### config.mk
export PLATFORM = sky130hd
export DESIGN_NAME = pixel_prefetch
export DESIGN_NICKNAME = d
export VERILOG_FILES = /design/src/rtl/pixel_prefetch.sv
export SDC_FILE = /design/constraint.sdc
export NUM_CORES = 1
export LEC_CHECK = 0
export ABC_CLOCK_PERIOD_IN_PS = 4150
export CAP_MARGIN = 20
export CORE_AREA = 2 2 117 142
export DETAILED_ROUTE_END_ITERATION = 16
export DIE_AREA = 0 0 119 144
export GPL_ROUTABILITY_DRIVEN = 0
export HOLD_SLACK_MARGIN = 0.02
export PLACE_DENSITY = 0.49
export SLEW_MARGIN = 15
export SYNTH_ARGS = -nofsm -noshare
export SYNTH_HDL_FRONTEND = slang
export SYNTH_SLANG_ARGS = --single-unit
### constraint.sdc
create_clock -name vclk -period 4.15 [get_ports vclk]
set_clock_uncertainty 0.15 [all_clocks]
set_input_delay 0.415 -clock vclk [delete_from_list [all_inputs] [get_ports vclk]]
set_output_delay 0.415 -clock vclk [all_outputs]
set_load 0.005 [all_outputs]
### src/rtl/pixel_prefetch.sv
// pixel_prefetch: raster-order read prefetcher feeding a show-ahead pixel FIFO for VGA scan-out.
module pixel_prefetch #(
   parameter int DEPTH = 16,
   parameter int AW    = 4,
   parameter int H_VIS = 640,
   parameter int V_VIS = 480
) (
   input  logic        vclk,
   input  logic        reset,
   input  logic        frame_start,
   input  logic        pix_rd,
   output logic [2:0]  pix_data,
   output logic        pix_avail,
   output logic        underflow,
   output logic        busy,
   output logic        rd_req,
   output logic [18:0] rd_addr,
   input  logic        rd_gnt,
   input  logic        rd_valid,
   input  logic [2:0]  rd_data
);
   typedef enum logic [1:0] {IDLE, FETCH, DONE} state_t;
   localparam logic [9:0] X_LAST = 10'(H_VIS - 1);
   localparam logic [8:0] Y_LAST = 9'(V_VIS - 1);
   state_t r_state, w_state_n;
   logic [AW:0] r_count, r_pending, r_drop;
   logic [AW:0] w_count_n, w_pending_n, w_drop_n, w_out, w_out_n;
   logic [AW-1:0] r_wp, r_rp;
   logic [2:0] r_mem [DEPTH];
   logic [18:0] r_addr, w_addr_n;
   logic r_req, r_under, w_req_n, w_under_n, w_gnt, w_last, w_pop, w_wr;
   logic [9:0] w_x;
   logic [8:0] w_y;
   // r_pending counts granted-but-unreturned reads plus the presented request
   always_comb begin
      w_x = r_addr[9:0];
      w_y = r_addr[18:10];
      w_gnt = r_req && rd_gnt;
      w_last = w_gnt && w_x == X_LAST && w_y == Y_LAST;
      w_pop = pix_rd && r_count != '0;
      w_wr = rd_valid && r_drop == '0 && !frame_start;
      w_out = r_pending - (AW+1)'(r_req);
      w_out_n = w_out + (AW+1)'(w_gnt) - (AW+1)'(rd_valid);
      w_count_n = frame_start ? '0 : r_count + (AW+1)'(w_wr) - (AW+1)'(w_pop);
      w_drop_n = frame_start ? w_out_n : r_drop - (AW+1)'(rd_valid && r_drop != '0);
      w_under_n = frame_start ? 1'b0 : r_under || (pix_rd && r_count == '0);
      w_state_n = frame_start ? FETCH : (w_last ? DONE : r_state);
      w_addr_n = frame_start ? '0 :
                 (w_gnt && !w_last) ? (w_x == X_LAST ? {w_y + 9'd1, 10'd0} : {w_y, w_x + 10'd1}) :
                 r_addr;
      w_req_n = w_state_n == FETCH &&
                ((!frame_start && r_req && !rd_gnt) || (int'(w_count_n) + int'(w_out_n) < DEPTH));
      w_pending_n = w_out_n + (AW+1)'(w_req_n);
   end
   always_ff @(posedge vclk or posedge reset) begin
      if (reset) begin
         r_state <= IDLE;
         r_count <= '0;
         r_pending <= '0;
         r_drop <= '0;
         r_wp <= '0;
         r_rp <= '0;
         r_addr <= '0;
         r_req <= 1'b0;
         r_under <= 1'b0;
      end else begin
         r_state <= w_state_n;
         r_count <= w_count_n;
         r_pending <= w_pending_n;
         r_drop <= w_drop_n;
         r_wp <= frame_start ? '0 : r_wp + AW'(w_wr);
         r_rp <= frame_start ? '0 : r_rp + AW'(w_pop);
         r_addr <= w_addr_n;
         r_req <= w_req_n;
         r_under <= w_under_n;
      end
   end
   always_ff @(posedge vclk) begin
      if (w_wr) r_mem[r_wp] <= rd_data;
   end
   assign pix_avail = r_count != '0;
   assign pix_data = pix_avail ? r_mem[r_rp] : 3'd0;
   assign underflow = r_under;
   assign busy = r_state == FETCH;
   assign rd_req = r_req;
   assign rd_addr = r_addr;
endmodule
# Yosys cells after proc, flatten, opt, wreduce, memory -nomap -nowiden
# Memories as Yosys holds them, arrays and structs flattened.
# Cells that the tools add are included.
dict set report word_totals {
  n_memories 1
  mem_bits_rw 48
  romBits 0
  elab_cells 65
  latchBits 0
  reg_bits 46
}
# name words width rd rd_ports_with_merged_regs wr line
set memory_table {}
lappend memory_table {r_mem 16 3 1 0 1 29} ;# logic [2:0] r_mem [DEPTH];
dict set report classes {
  n_lt_le_gt_ge 1
  bitwise_logic 0
  n_addsub 12
  reduce_logical 24
  n_mul 0
  muxes 13
  shifts 0
  n_div 0
  eq_ne 4
}
# operator count
set op_table {}
lappend op_table {{two-way mux 19 bit} 3}
lappend op_table {{subtractor 5 x 1 -> 5 bit} 4}
lappend op_table {{adder 5 x 1 -> 5 bit} 3}
lappend op_table {{logical AND 1 bit} 12}
lappend op_table {{adder 10 x 1 -> 10 bit, second input constant} 1}
lappend op_table {{equality test 10 bit, second input constant} 1}
lappend op_table {{zero test 5 bit} 2}
lappend op_table {{two-way mux 5 bit} 2}
lappend op_table {{nonzero test 5 bit} 2}
lappend op_table {{adder 9 x 1 -> 9 bit, second input constant} 1}
lappend op_table {{equality test 9 bit, second input constant} 1}
lappend op_table {{adder 4 x 1 -> 4 bit} 2}
lappend op_table {{two-way mux 4 bit} 2}
lappend op_table {{adder 5 x 5 -> 6 bit} 1}
lappend op_table {{less-than comparator 6 x 5 -> 1 bit, second input constant} 1}
lappend op_table {{equality test 2 x 1 -> 1 bit, second input constant} 2}
lappend op_table {{two-way mux 2 bit} 2}
lappend op_table {{nonzero test 2 bit} 2}
lappend op_table {{zero test 1 bit} 3}
lappend op_table {{two-way mux 1 bit} 3}
lappend op_table {{two-way mux 3 bit} 1}
lappend op_table {{logical OR 1 bit} 2}
lappend op_table {{AND reduction 2 bit} 1}

# Longest topological paths before layout
dict set report logic_depth {
  word_depth 11
  ltp_mapped 20
}

# Worst setup path after synthesis
# OpenSTA, ideal clock, no wires.
dict set report synth_timing {
  path_type {register to register}
  start {register r_count[3]}
  end {register r_pending[4]}
  setup_slack_ps 159
  path_stages_with_launch 21
  arrival_ps 3711
  path_buffers 0
  path_cell_list {dfrtp_1 inv_1 ha_1 nand3_1 and2_1 ha_1 inv_1 ha_1 fa_1 a21oi_1 nor2_1 or3_1 a21oi_1 ha_1 nor3_1 nand3_1 a22oi_1 ha_1 ha_1 nand3_1 xnor2_1}
}
dict set report synth_via {
  elab_chain_len 9
  word_cells_on_any_way 10
}
# item line
set synth_rtl {}
lappend synth_rtl {{start, declared} 26} ;# logic [AW:0] r_count, r_pending, r_drop;
lappend synth_rtl {{start signal, assigned} 68} ;# r_count <= w_count_n;
lappend synth_rtl {{nonzero test 5 bit} n/a}
lappend synth_rtl {{via pix_avail} 13} ;# output logic pix_avail,
lappend synth_rtl {{logical AND 1 bit} 40} ;# w_pop = pix_rd && r_count != '0;
lappend synth_rtl {{subtractor 5 x 1 -> 5 bit} 44} ;# w_count_n = frame_start ? '0 : r_count + (AW+1)'(w_wr) - (AW+1)'(w_pop);
lappend synth_rtl {{two-way mux 5 bit} 44}
lappend synth_rtl {{via w_count_n[4]} 27} ;# logic [AW:0] w_count_n, w_pending_n, w_drop_n, w_out, w_out_n;
lappend synth_rtl {{adder 5 x 5 -> 6 bit} 52} ;# ((!frame_start && r_req && !rd_gnt) || (int'(w_count_n) + int'(w_out_n) < DEPTH));
lappend synth_rtl {{less-than comparator 6 x 5 -> 1 bit} 52}
lappend synth_rtl {{logical OR 1 bit} 52}
lappend synth_rtl {{logical AND 1 bit} 51} ;# w_req_n = w_state_n == FETCH &&
lappend synth_rtl {{via w_req_n} 31} ;# logic r_req, r_under, w_req_n, w_under_n, w_gnt, w_last, w_pop, w_wr;
lappend synth_rtl {{adder 5 x 1 -> 5 bit} 53} ;# w_pending_n = w_out_n + (AW+1)'(w_req_n);
lappend synth_rtl {{via w_pending_n[4]} 27}
lappend synth_rtl {{end signal, assigned} 69} ;# r_pending <= w_pending_n;
lappend synth_rtl {{end, declared} 26}
# The timed path passes the listed nets, and every way through them passes these cells.
# A chain may end at the register's enable or synchronous reset.

# Final worst setup path
dict set report layout_timing {
  start {register r_drop[1]}
  end {register r_pending[2]}
}
dict set report layout_via {
  elab_chain_len 11
}
# item line
set layout_rtl {}
lappend layout_rtl {{start, declared} 26}
lappend layout_rtl {{start signal, assigned} 70} ;# r_drop <= w_drop_n;
lappend layout_rtl {{zero test 5 bit} 41} ;# w_wr = rd_valid && r_drop == '0 && !frame_start;
lappend layout_rtl {{logical AND 1 bit (2 in a row)} 41}
lappend layout_rtl {{adder 5 x 1 -> 5 bit} 44}
lappend layout_rtl {{subtractor 5 x 1 -> 5 bit} 44}
lappend layout_rtl {{two-way mux 5 bit} 44}
lappend layout_rtl {{via w_count_n[4]} 27}
lappend layout_rtl {{adder 5 x 5 -> 6 bit} 52}
lappend layout_rtl {{less-than comparator 6 x 5 -> 1 bit} 52}
lappend layout_rtl {{logical OR 1 bit} 52}
lappend layout_rtl {{logical AND 1 bit} 51}
lappend layout_rtl {{via w_req_n} 31}
lappend layout_rtl {{adder 5 x 1 -> 5 bit} 53}
lappend layout_rtl {{via w_pending_n[2]} 27}
# The timed path passes the listed nets, and every way through them passes these cells.

==> flow_metrics.env <==
export IMPL_cts_sinks=94
export IMPL_grt_max_degree=41
export IMPL_cts_buffer_depth=2
export IMPL_yosys_area_share_simple=0.131
export IMPL_worst_pin_slew_ps=851
export IMPL_worst_path_max_fanout=3
export IMPL_crit_type="flop to flop"
export IMPL_num_rows=51
export IMPL_min_period_ps=4060
export IMPL_syn_avg_cell_area_um2=12.7
export IMPL_wl_per_cell_um=16.1
export IMPL_muxShareOfSynthArea=0.0808
export IMPL_hold_viol=0
export IMPL_track_usage=0.125
export IMPL_antenna_found_initial=0
export IMPL_drt_iter0_markers=118
export IMPL_grt_pass1_vias=3116
export IMPL_drive_above_1_share=0.189
export IMPL_ys_ff_latch=94
export IMPL_setup_viol=0
export IMPL_setup_worst_path_end="r_pending[2]"
export IMPL_max_cap_viol_count=0
export IMPL_synthFlopType="edfxtp_1"
export IMPL_ff2ff_path_depth=19
export IMPL_start_util=0.292
export IMPL_endpoint_kind="flop"
export IMPL_yosysTopAreaCell="edfxtp_1"
export IMPL_htree_levels=3
export IMPL_cp_data_required_time_ps=4270
export IMPL_relSlewSlack=0.433
export IMPL_clkSlewWorstSetupHoldPaths_ps=70
export IMPL_synth_top_area_share=0.311
export IMPL_syn_area_um2=4630
export IMPL_area_delta_synth_final_pct=22.4
export IMPL_cellPowerDensity_nw_per_um2=599
export IMPL_die_h_um=144
export IMPL_seq_area_frac_synth=0.560
export IMPL_die_area_um2=17100
export IMPL_routed_wl_mm=10.2
export IMPL_rrSetupSlack_ps=90
export IMPL_n_fill_cell=1545
export IMPL_clockRootBuffer="clkbuf_16"
export IMPL_crit_top_cell="ha_4"
export IMPL_status="finished clean"
export IMPL_synth_compound_area_share=0.0824
export IMPL_finalPower_mw=3.40
export IMPL_final_nets=451
export IMPL_reg2reg_to="r_pending[2]"
export IMPL_post_place_ws_ps=-327
export IMPL_yosys_warnings=0
export IMPL_cp_arrival_ps=4190
export IMPL_vias=2992
export IMPL_cpPeakStageDelay_ps=410
export IMPL_drt_pre_antenna_iters=4
export IMPL_critPathSlowestCell="dfrtp_1"
export IMPL_diodes=0
export IMPL_cp_cell_sequence="nor3_2, and4_4, inv_2, ha_4, inv_2, ha_4, fa_2, a21oi_2, nor2_1, or3_1, a21oi_2, ha_1, nor3_2, nand3_1, a22oi_2, ha_2, ha_4, buf_4, xor2_1"
export IMPL_synth_async_reset_ratio=0.489
export IMPL_syn_nets=403
export IMPL_place_port_buffers=34
export IMPL_syn_inst=366
export IMPL_core_area_um2=15900
export IMPL_path_depth=19
export IMPL_fmax_mhz=246
export IMPL_ant_nets=0
export IMPL_setup_slack_ps=85.8
export IMPL_leakagePower_nw=2.18
export IMPL_slew_violations=0
export IMPL_avgViaCountPerCell=4.74
export IMPL_synth_top_family_by_area="simple AND/OR/NAND/NOR gates"
export IMPL_overflow=0
export IMPL_io_pins=35
export IMPL_synth_edf_count=48
export IMPL_path_delay_family="adder cells"
export IMPL_cts_inserted_buffers=9
export IMPL_critPathLaunchType="flop"
export IMPL_synth_top_cells_by_count="48 x edfxtp_1, 46 x dfrtp_1, 31 x nor2_1"
export IMPL_grt_pass1_wl_mm=16.4
export IMPL_die_x_um=119
export IMPL_crit_start="r_drop[1]"
export IMPL_drcViolationCount=0
export IMPL_clk_latency_ps=340
export IMPL_ys_types=54
export IMPL_synth_fa_ha_area_frac=0.0805
export IMPL_peakVddDrop_mv=0.345
export IMPL_synth_most_common_cell="edfxtp_1"
export IMPL_hold_class="flop to flop"
export IMPL_period_share=0.979
export IMPL_r2r_start="r_drop[1]"
export IMPL_dp_hpwl_mm=6.92
export IMPL_cts_tree="done"
export IMPL_ff_latch_area_um2=2590
export IMPL_synth_area_leaders="edfxtp_1 31%, dfrtp_1 25%, ha_1 6.8%, mux4_2 5.8%, nor2_1 2.5%"
export IMPL_cp_num_buf_inv=3
export IMPL_multi_input_area_um2=1980
export IMPL_synthXorXnorAreaFrac=0.0321
state kept, by name, indices dropped and copies added (netlist names):
register / count
r_count: 5
rd_req: 1
r_state: 2
underflow: 1
r_mem: 48
rd_addr: 19
r_rp: 4
r_wp: 4
r_drop: 5
r_pending: 5
worst min path at each step:
stage | start | to | cells after the start
after CTS | r_state[0] | r_state[0] | 2
after global placement | r_state[0] | r_state[0] | 2
after floorplan | r_state[0] | r_state[0] | 2
after global routing | r_state[1] | r_state[1] | 2
final | r_state[0] | r_state[0] | 2
after detailed placement | r_state[0] | r_state[0] | 2
area by class of cell:
| type | count | share of cell area |
|---|---|---|
| inverters | 21 | 0.0139 |
| repair buffers | 52 | 0.0838 |
| flip-flops and latches | 94 | 0.457 |
| well taps | 212 | 0.0468 |
| clock buffers | 9 | 0.0397 |
| clock inverters | 7 | 0.00993 |
| multi-input cells | 236 | 0.349 |
metal layers:
layer	share of wire	GRT usage	vias up	routed length (µm)
met1	0.45	0.153	1486	4530
met4	0.014	0.0451	0	143
met3	0.031	0.0276	9	319
met2	0.51	0.216	44	5170
met5	0	0	-	0
li1	-	-	1453	-
worst min-delay path, cell delays in order (launching register included):
cell	delay (ps)
dfrtp_1	340
o21ai_0	80
nand2_1	60
logic make-up after synthesis:
logic type               after synthesis
buffers and inverters                 36
flip-flops                            94
multiplexers                          22
AND/OR/NAND/NOR                      114
AO/OA/AOI/OAI                         55
XOR/XNOR                              17
adder cells (fa/ha/maj)               28
repair_timing:
action	4_1_cts	5_1_grt
hold endpoints to repair	0	0
pin swaps	1	11
hold buffers	0	0
setup buffers	0	2
gates resized for setup	3	19
endpoints found under the setup margin	3	4
cells in the final DEF (no fill, tap or decap), types with 3 or more instances in the layout:
cell              n
nand3b_1          3
a21oi_1          15
xor2_1            7
and3_1            5
nor3_1            4
buf_4            18
inv_2             7
o21ai_1           4
o21ai_0           6
or4_1             3
o31ai_1           3
edfxtp_1         48
dfrtp_1          46
clkdlybuf4s50_1  34
nor2b_1           7
nand2b_1          3
nand3_1          15
ha_1             20
o22ai_1           4
o41ai_2           3
mux2_2            3
inv_6             3
nor2_1           31
nand4_1           4
xnor2_1          10
clkbuf_16         9
o311ai_1          3
inv_1            14
mux2i_1           7
or2_2             3
mux4_2           12
ha_4              4
or3_1             4
nand2_1          16
stage by stage:
| stage | area, µm² | hold slack, ps | TNS [ps] | util | cells |
|---|---|---|---|---|---|
| after floorplan | 4630 | 313 | 0 | - | 366 |
| after global placement | 5280 | 332 | -740 | 0.332 | 613 |
| after detailed placement | 5280 | 342 | -1070 | 0.332 | 613 |
| after CTS | 5580 | 361 | 0 | 0.351 | 629 |
| after global routing | 5670 | 387 | -245 | 0.357 | 631 |
| final | 5670 | 360 | 0 | 0.357 | 631 |
power breakdown:
group          switching (mW)  internal, mW  total, mW
Sequential              0.108          1.09       1.20
Clock                   0.381         0.414      0.795
Combinational           0.648         0.759       1.41
Total                    1.14          2.26       3.40
No activity file was read; power rests on OpenSTA's default activity.
